[src/rtl/wb_master_bridge.sv]
`default_nettype none
// ============================================================================
// Module   : wb_master_bridge
// Brief    : Bridges a single-word CPU request/response port onto a classic
//            Wishbone master (cyc/stb/we/ack). Handles one access at a time,
//            rejects misaligned addresses without touching the bus and aborts
//            bus cycles that are not acknowledged within TIMEOUT_CYCLES.
// Revision : 1.0 - initial release
// ============================================================================
module wb_master_bridge #(
  parameter int TIMEOUT_CYCLES = 16
) (
  input  logic        clk,
  input  logic        rst,
  input  logic        req_valid,
  input  logic        req_we,
  input  logic [31:0] req_addr,
  input  logic [31:0] req_wdata,
  output logic        req_ready,
  output logic        rsp_valid,
  output logic [31:0] rsp_rdata,
  output logic        rsp_err,
  output logic [31:0] wb_addr,
  output logic [31:0] wb_data_out,
  input  logic [31:0] wb_data_in,
  output logic        wb_we,
  output logic        wb_stb,
  output logic        wb_cyc,
  input  logic        wb_ack
);

  // Counter value at which an un-acked bus cycle is abandoned; the counter
  // starts at 0, so the bus cycle lasts exactly TIMEOUT_CYCLES clocks.
  localparam logic [7:0] TIMEOUT_LAST = 8'(TIMEOUT_CYCLES - 1);

  typedef enum logic [1:0] {
    IDLE = 2'd0,
    BUS  = 2'd1,
    RESP = 2'd2
  } state_t;

  state_t      state;
  state_t      state_next;

  logic [31:0] addr_q;
  logic [31:0] wdata_q;
  logic        we_q;
  logic [31:0] rdata_q;
  logic        err_q;
  logic [7:0]  tmo_cnt;

  logic        req_aligned;
  logic        tmo_hit;

  assign req_aligned = (req_addr[1:0] == 2'b00);
  assign tmo_hit     = (tmo_cnt == TIMEOUT_LAST);

  // State register.
  always_ff @(posedge clk) begin
    if (rst) begin
      state <= IDLE;
    end else begin
      state <= state_next;
    end
  end

  // Next-state logic; ack takes priority over the timeout in the same cycle.
  always_comb begin
    state_next = state;
    case (state)
      IDLE: begin
        if (req_valid) begin
          state_next = req_aligned ? BUS : RESP;
        end
      end
      BUS: begin
        if (wb_ack || tmo_hit) begin
          state_next = RESP;
        end
      end
      RESP: begin
        state_next = IDLE;
      end
      default: begin
        state_next = IDLE;
      end
    endcase
  end

  // Request capture, timeout counting and response formation.
  always_ff @(posedge clk) begin
    if (rst) begin
      addr_q  <= 32'd0;
      wdata_q <= 32'd0;
      we_q    <= 1'b0;
      rdata_q <= 32'd0;
      err_q   <= 1'b0;
      tmo_cnt <= 8'd0;
    end else begin
      case (state)
        IDLE: begin
          if (req_valid) begin
            if (req_aligned) begin
              // Bus-facing copies stay frozen for the whole bus cycle.
              addr_q  <= req_addr;
              wdata_q <= req_wdata;
              we_q    <= req_we;
              tmo_cnt <= 8'd0;
            end else begin
              // Misaligned: answer straight away, bus registers untouched.
              rdata_q <= 32'd0;
              err_q   <= 1'b1;
            end
          end
        end
        BUS: begin
          if (wb_ack) begin
            rdata_q <= we_q ? 32'd0 : wb_data_in;
            err_q   <= 1'b0;
          end else if (tmo_hit) begin
            rdata_q <= 32'd0;
            err_q   <= 1'b1;
          end else begin
            tmo_cnt <= tmo_cnt + 8'd1;
          end
        end
        default: begin
        end
      endcase
    end
  end

  // Output decode: bus strobes only while in BUS, response pulse in RESP.
  assign req_ready   = (state == IDLE);
  assign rsp_valid   = (state == RESP);
  assign rsp_rdata   = rdata_q;
  assign rsp_err     = err_q;
  assign wb_cyc      = (state == BUS);
  assign wb_stb      = (state == BUS);
  assign wb_we       = (state == BUS) && we_q;
  assign wb_addr     = addr_q;
  assign wb_data_out = wdata_q;

endmodule
`default_nettype wire

[config.mk]
export PLATFORM = sky130hd
export DESIGN_NAME = wb_master_bridge
export DESIGN_NICKNAME = d
export VERILOG_FILES = /design/src/rtl/wb_master_bridge.sv
export SDC_FILE = /design/constraint.sdc
export NUM_CORES = 1
export LEC_CHECK = 0
export ABC_CLOCK_PERIOD_IN_PS = 2200
export CORE_MARGIN = 8
export CORE_UTILIZATION = 39
export DETAILED_ROUTE_END_ITERATION = 16
export PLACE_DENSITY_LB_ADDON = 0.15
export RECOVER_POWER = 50
export SKIP_CTS_REPAIR_TIMING = 1
export SLEW_MARGIN = 0
export SYNTH_ARGS = -nofsm -noshare
export SYNTH_HDL_FRONTEND = slang
export SYNTH_SLANG_ARGS = --single-unit
[constraint.sdc]
create_clock -name clk -period 2.2 [get_ports clk]
set_clock_uncertainty 0.2 [all_clocks]
set_input_delay 0.44 -clock clk [delete_from_list [all_inputs] [get_ports clk]]
set_output_delay 0.44 -clock clk [all_outputs]
set_load 0.05 [all_outputs]
==> flow_summary.yaml, run 1 <==
critical_path:
  path_delay_family: "buffers and inverters"
  cp_cell_sequence: "clkdlybuf4s50_1"
  r2r-start: "tmo_cnt[7]"
  cp.required_ns: 1.56
  reg2reg_to: "rsp_rdata[26]"
  crit_buf_inv: 1
  reg2reg_slack_ns: 0.24
  crit_slowest_cell: "clkdlybuf4s50_1"
  worstPathMaxFanout: 2
  reg2reg_depth: 5
  end_kind: "output port"
  crit_arrival_ns: 1.51
  start_kind: "register"
  crit_type: "reg2out"
  critPathMaxStageDelay_ns: 0.81
grt:
  grt_use_met3_pct: 7.396
  grt_max_degree: 33
  antenna_found_initial: 0
  grt_busiest_layer: "met2"
  grt_pass1_vias: 3583
  met1_usage_pct: 20.60
  use_met2_pct: 30.32
  grt_pass1_wl_um: 18930
  grt_overflow: 0
  grtUsageTotal_pct: 18.08
sta:
  setup_viol: 0
  finalSetupTns_ns: 0
  fin_crit_ns: 2.150
  fin_hold_ws_ns: 0.2549
  slew_viol_final: 0
  worst_slack_ns: 0.05012
  period_share_pct: 97.72
  slew_headroom_pct: 55.01
  tightest_slew_ns: 0.6777
  rsz0062_at_grt: "no"
  clock.fmax_mhz: 465.1
  hold_violations: 0
placement:
  dp_hpwl_um: 9186
  place_area_um2: 5977
  io_buffers: 202
  dp_slack_ns: -0.1231
  gp_congestion: 0.8436
  dp_cells: 735
run_status:
  status: "completed"
detailed_routing:
  wirelength_um: 12060
  drt_first_pass_iters: 4
  via_per_inst: 4.836
  drc: 0
  ant_nets: 0
  initialDrtViolationCount: 168
  wl_per_cell_um: 16.06
  vias: 3632
power_and_ir_drop:
  p_per_area_nw_per_um2: 616.8
  power_mw: 3.742
  irDropWorstVdd_mv: 0.3362
  p_leak_nw: 2.890
finish:
  final_layout_size_suffix_gt1_share_pct: 7.395
  design_area_um2: 6067
  diodes: 0
  stdcell_count: 751
  area_growth_pct: 62.17
  fin_nets: 719
  fin_util_pct: 65.35
yosys:
  netlist_instances: 420
  synthArstFlopShare_pct: 0
  ys_seq_area_share_pct: 57.79
  synth-main-ff-cell: "dfxtp_1"
  syn_nets: 522
  synth_top_cell_area_share_pct: 57.79
  synth-seq-cells: 108
  yosys.cell_types.count: 34
  synth_area_leaders: "dfxtp_1 (58%), nand2_1 (13%), a21oi_1 (9.0%)"
  yosys_warnings: 0
  synth_top_area_cell: "dfxtp_1"
  synth-edff-count: 0
  syn_area_um2: 3741
  syn_area_per_cell_um2: 8.907
clock_tree:
  root_buffer: "clkbuf_8"
  path_clk_slew_ns: 0.10
  htree_num_levels: 3
  cts.path.max_buffers: 2
  cts_made_buffers: 9
  cts_tree: "done"
  clock_latency_ns: 0.35
  cts_sinks: 108
die:
  rows: 35
  die_w_um: 113.9
  coreArea_um2: 9284
  die_h_um: 113.9
  floorplan.initialDensity_pct: 40.30
  ioPinCount: 203
  die-area_um2: 12980
job:
  cap_viol_max_count: 0
hold_path:
  hp-start: "wb_data_out[1]"
  holdPathStages: 2
  holdPathEnd: "wb_data_out[1]"
  hold_path_class: "reg2reg"
power breakdown:
group          leakage (nW)  internal (mW)  total [mW]  switching (mW)
clock network        0.0881          0.428        1.12           0.689
logic                  1.93          0.271       0.599           0.328
registers             0.874           2.00        2.03          0.0254
total                  2.89           2.70        3.74            1.04
cell usage after synthesis (2+ instances only):
library cell	count
clkbuf_1	25
a21oi_1	67
and2_1	3
a211oi_1	2
nand4_1	2
dfxtp_1	108
xnor2_1	3
buf_2	5
or3_1	2
inv_1	2
nand2_1	129
a22o_1	32
nor2_1	3
nor3_1	5
nor3b_1	3
nand3_1	8
and3_1	2
a31oi_1	3
layer usage:
metal | up-vias | share of wire [%] | wire [um]
met5 | - | 0 | 0
met4 | 0 | 1.0 | 126
met3 | 11 | 9.5 | 1140
met2 | 124 | 49 | 5935
met1 | 1678 | 40 | 4860
li1 | 1819 | - | -
area by class of cell:
type,count,area (um^2)
fill,842,3217
sequential,108,2162
timing repair buffer,219,2110
multi-input combinational,277,1445
tap,129,161.4
clock buffer,9,123.9
clock inverter,7,57.56
inverter,2,7.507
how the worst max path moves through the flow:
stage / from / end / slack [ns] / cells after the start
after floorplan: state[0] / rsp_rdata[10] / 0.11 / 5
after global placement: wb_ack / rsp_rdata[21] / -0.08 / 6
after detailed placement: wb_ack / rsp_rdata[22] / -0.12 / 6
after CTS: rsp_rdata[11] / rsp_rdata[11] / -0.02 / 1
after global routing: wb_addr[17] / wb_addr[17] / 0.0003 / 1
final: wb_data_out[25] / wb_data_out[25] / 0.05 / 1
cell usage in the layout (no fill, tap or decap), types with 7 or more instances in the layout:
cell	instances
dfxtp_1	108
a22o_1	32
clkbuf_1	34
nand2_1	129
clkbuf_8	9
nand3_1	7
buf_4	13
clkdlybuf4s50_1	119
a21oi_1	67
dlymetal6s2s_1	43
buf_12	7
state kept, by name (all words and copies together) (netlist names):
signal       cells
rsp_err          1
rsp_rdata       32
state            2
tmo_cnt          8
wb_addr         32
wb_data_out     32
we_q             1
cells by family (layout without fill, tap and decap cells):
| logic type | count (synthesis) | after routing | share of synthesized area [%] |
|---|---|---|---|
| flops | 108 | 108 | 57.79 |
| xor+xnor | 4 | 4 | 0.9366 |
| simple gates | 163 | 163 | 18.56 |
| fa+ha+maj | 1 | 1 | 0.3344 |
| compound gates | 109 | 109 | 18.39 |
| buf+inv | 35 | 237 | 3.980 |
No activity file was read; power rests on OpenSTA's default activity.
==> inputs of run 2 (changes only) <==
- PLACE_DENSITY: unset -> 0.8
- PLACE_DENSITY_LB_ADDON: 0.15 -> unset
- SLEW_MARGIN: 0 -> unset
==> flow_summary.yaml, run 2 (synthesis results as in run 1) <==
finish:
  final_layout_size_suffix_gt1_share_pct: 7.074
  seq_area_um2: 2162
  final_cell_mix: "nand2_1 (129), clkdlybuf4s50_1 (110), dfxtp_1 (108)"
  design_area_um2: 6090
  fin_util_pct: 65.59
  diodes: 0
  fin_nets: 719
  area_growth_pct: 62.78
  multi_input_area_um2: 1445
  nFillCells: 791
  mostFrequentLayoutCell: "nand2_1"
job:
  cap_viol_max_count: 0
die:
  die-area_um2: 12980
  die_h_um: 113.9
  coreArea_um2: 9284
  rows: 35
  ioPinCount: 203
  die_w_um: 113.9
  floorplan.initialDensity_pct: 40.30
detailed_routing:
  initialDrtViolationCount: 212
  wl_per_cell_um: 16.52
  vias: 3748
  via_per_inst: 4.991
  drc: 0
  wirelength_um: 12400
  drt_first_pass_iters: 4
  ant_nets: 0
placement:
  io_buffers: 202
  place_area_um2: 5962
  gp_congestion: 0.7739
  dp_slack_ns: -0.1362
  dp_hpwl_um: 9473
hold_path:
  holdPathStages: 2
  hold_path_class: "in2reg"
clock_tree:
  htree_num_levels: 3
  cts_made_buffers: 9
  clock_latency_ns: 0.35
  path_clk_slew_ns: 0.10
  cts_sinks: 108
  cts_tree: "done"
  root_buffer: "clkbuf_8"
  cts.path.max_buffers: 2
power_and_ir_drop:
  p_leak_nw: 3.075
  p_sw_share_pct: 27.03
  pwr-share-seq_pct: 52.6
  p_clk_share_pct: 32.0
  irDropWorstVdd_mv: 0.3652
  power.switching_mw: 1.041
  p_comb_share_pct: 15.4
  p_per_area_nw_per_um2: 632.7
  p_int_mw: 2.812
critical_path:
  worstPathMaxFanout: 2
  critPathMaxStageDelay_ns: 0.82
  start_kind: "register"
  crit_type: "reg2out"
  crit_slowest_cell: "clkdlybuf4s50_1"
  path_delay_family: "buffers and inverters"
  crit_arrival_ns: 1.53
  end_kind: "output port"
  crit_buf_inv: 1
  cp.required_ns: 1.56
  reg2reg_depth: 5
  cp_cell_sequence: "clkdlybuf4s50_1"
  crit_cells: 1
sta:
  worst_slack_ns: 0.02553
  finalSetupTns_ns: 0
  tightest_slew_ns: 0.6674
  period_share_pct: 98.84
  hold_violations: 0
  setup_viol: 0
  fin_crit_ns: 2.174
  clock.fmax_mhz: 459.9
  slew_headroom_pct: 55.70
  slew_viol_final: 0
grt:
  grt_max_degree: 36
  antenna_found_initial: 0
  grt_pass1_wl_um: 19210
  grtUsageTotal_pct: 18.30
  grt_overflow: 0
  grt_pass1_vias: 3822
run_status:
  status: "completed"
run 2: power groups by stage:
| stage | sequential (mW) | combinational [mW] | clock (mW) |
|---|---|---|---|
| finish | 2.03 | 0.594 | 1.23 |
| global route | 2.03 | 0.631 | 1.35 |
| global placement | 2.07 | 0.612 | 0 |
| floorplan | 2.22 | 0.141 | 0 |
| detailed placement | 2.07 | 0.621 | 0 |
| CTS | 2.03 | 0.624 | 1.27 |
run 2: metal layers:
| layer | wire length [um] | up-vias | GRT usage, % |
|---|---|---|---|
| met5 | 0 | - | 0 |
| met4 | 285 | 0 | 7.631 |
| met3 | 1042 | 23 | 6.075 |
| met2 | 6439 | 132 | 33.16 |
| met1 | 4635 | 1780 | 18.91 |
| li1 | - | 1813 | - |
run 2: cell type report:
class                      count  share of cell area (%)
tap                          129                   2.651
clock inverter                 7                   1.336
multi-input combinational    277                   23.73
timing repair buffer         219                   34.62
inverter                       2                  0.1233
sequential                   108                   35.50
clock buffer                   9                   2.034
run 2: path summary, 6_finish.rpt:
check	from	endpoint	slack [ns]
setup / recovery	wb_addr[30]	wb_addr[30]	0.03
setup reg to reg	tmo_cnt[4]	rsp_rdata[20]	0.26
hold reg to reg	wb_addr[29]	wb_addr[29]	0.25
hold / removal	rst	state[1]	0.23
run 2: stage by stage:
stage / std cells / power, mW / hold WS [ns]
final: 751 / 3.853 / 0.2303
after global routing: 751 / 4.013 / 0.2420
after CTS: 751 / 3.919 / 0.1995
after detailed placement: 735 / 2.694 / 0.2457
after global placement: 735 / 2.683 / 0.2410
after floorplan: 420 / 2.362 / 0.2454
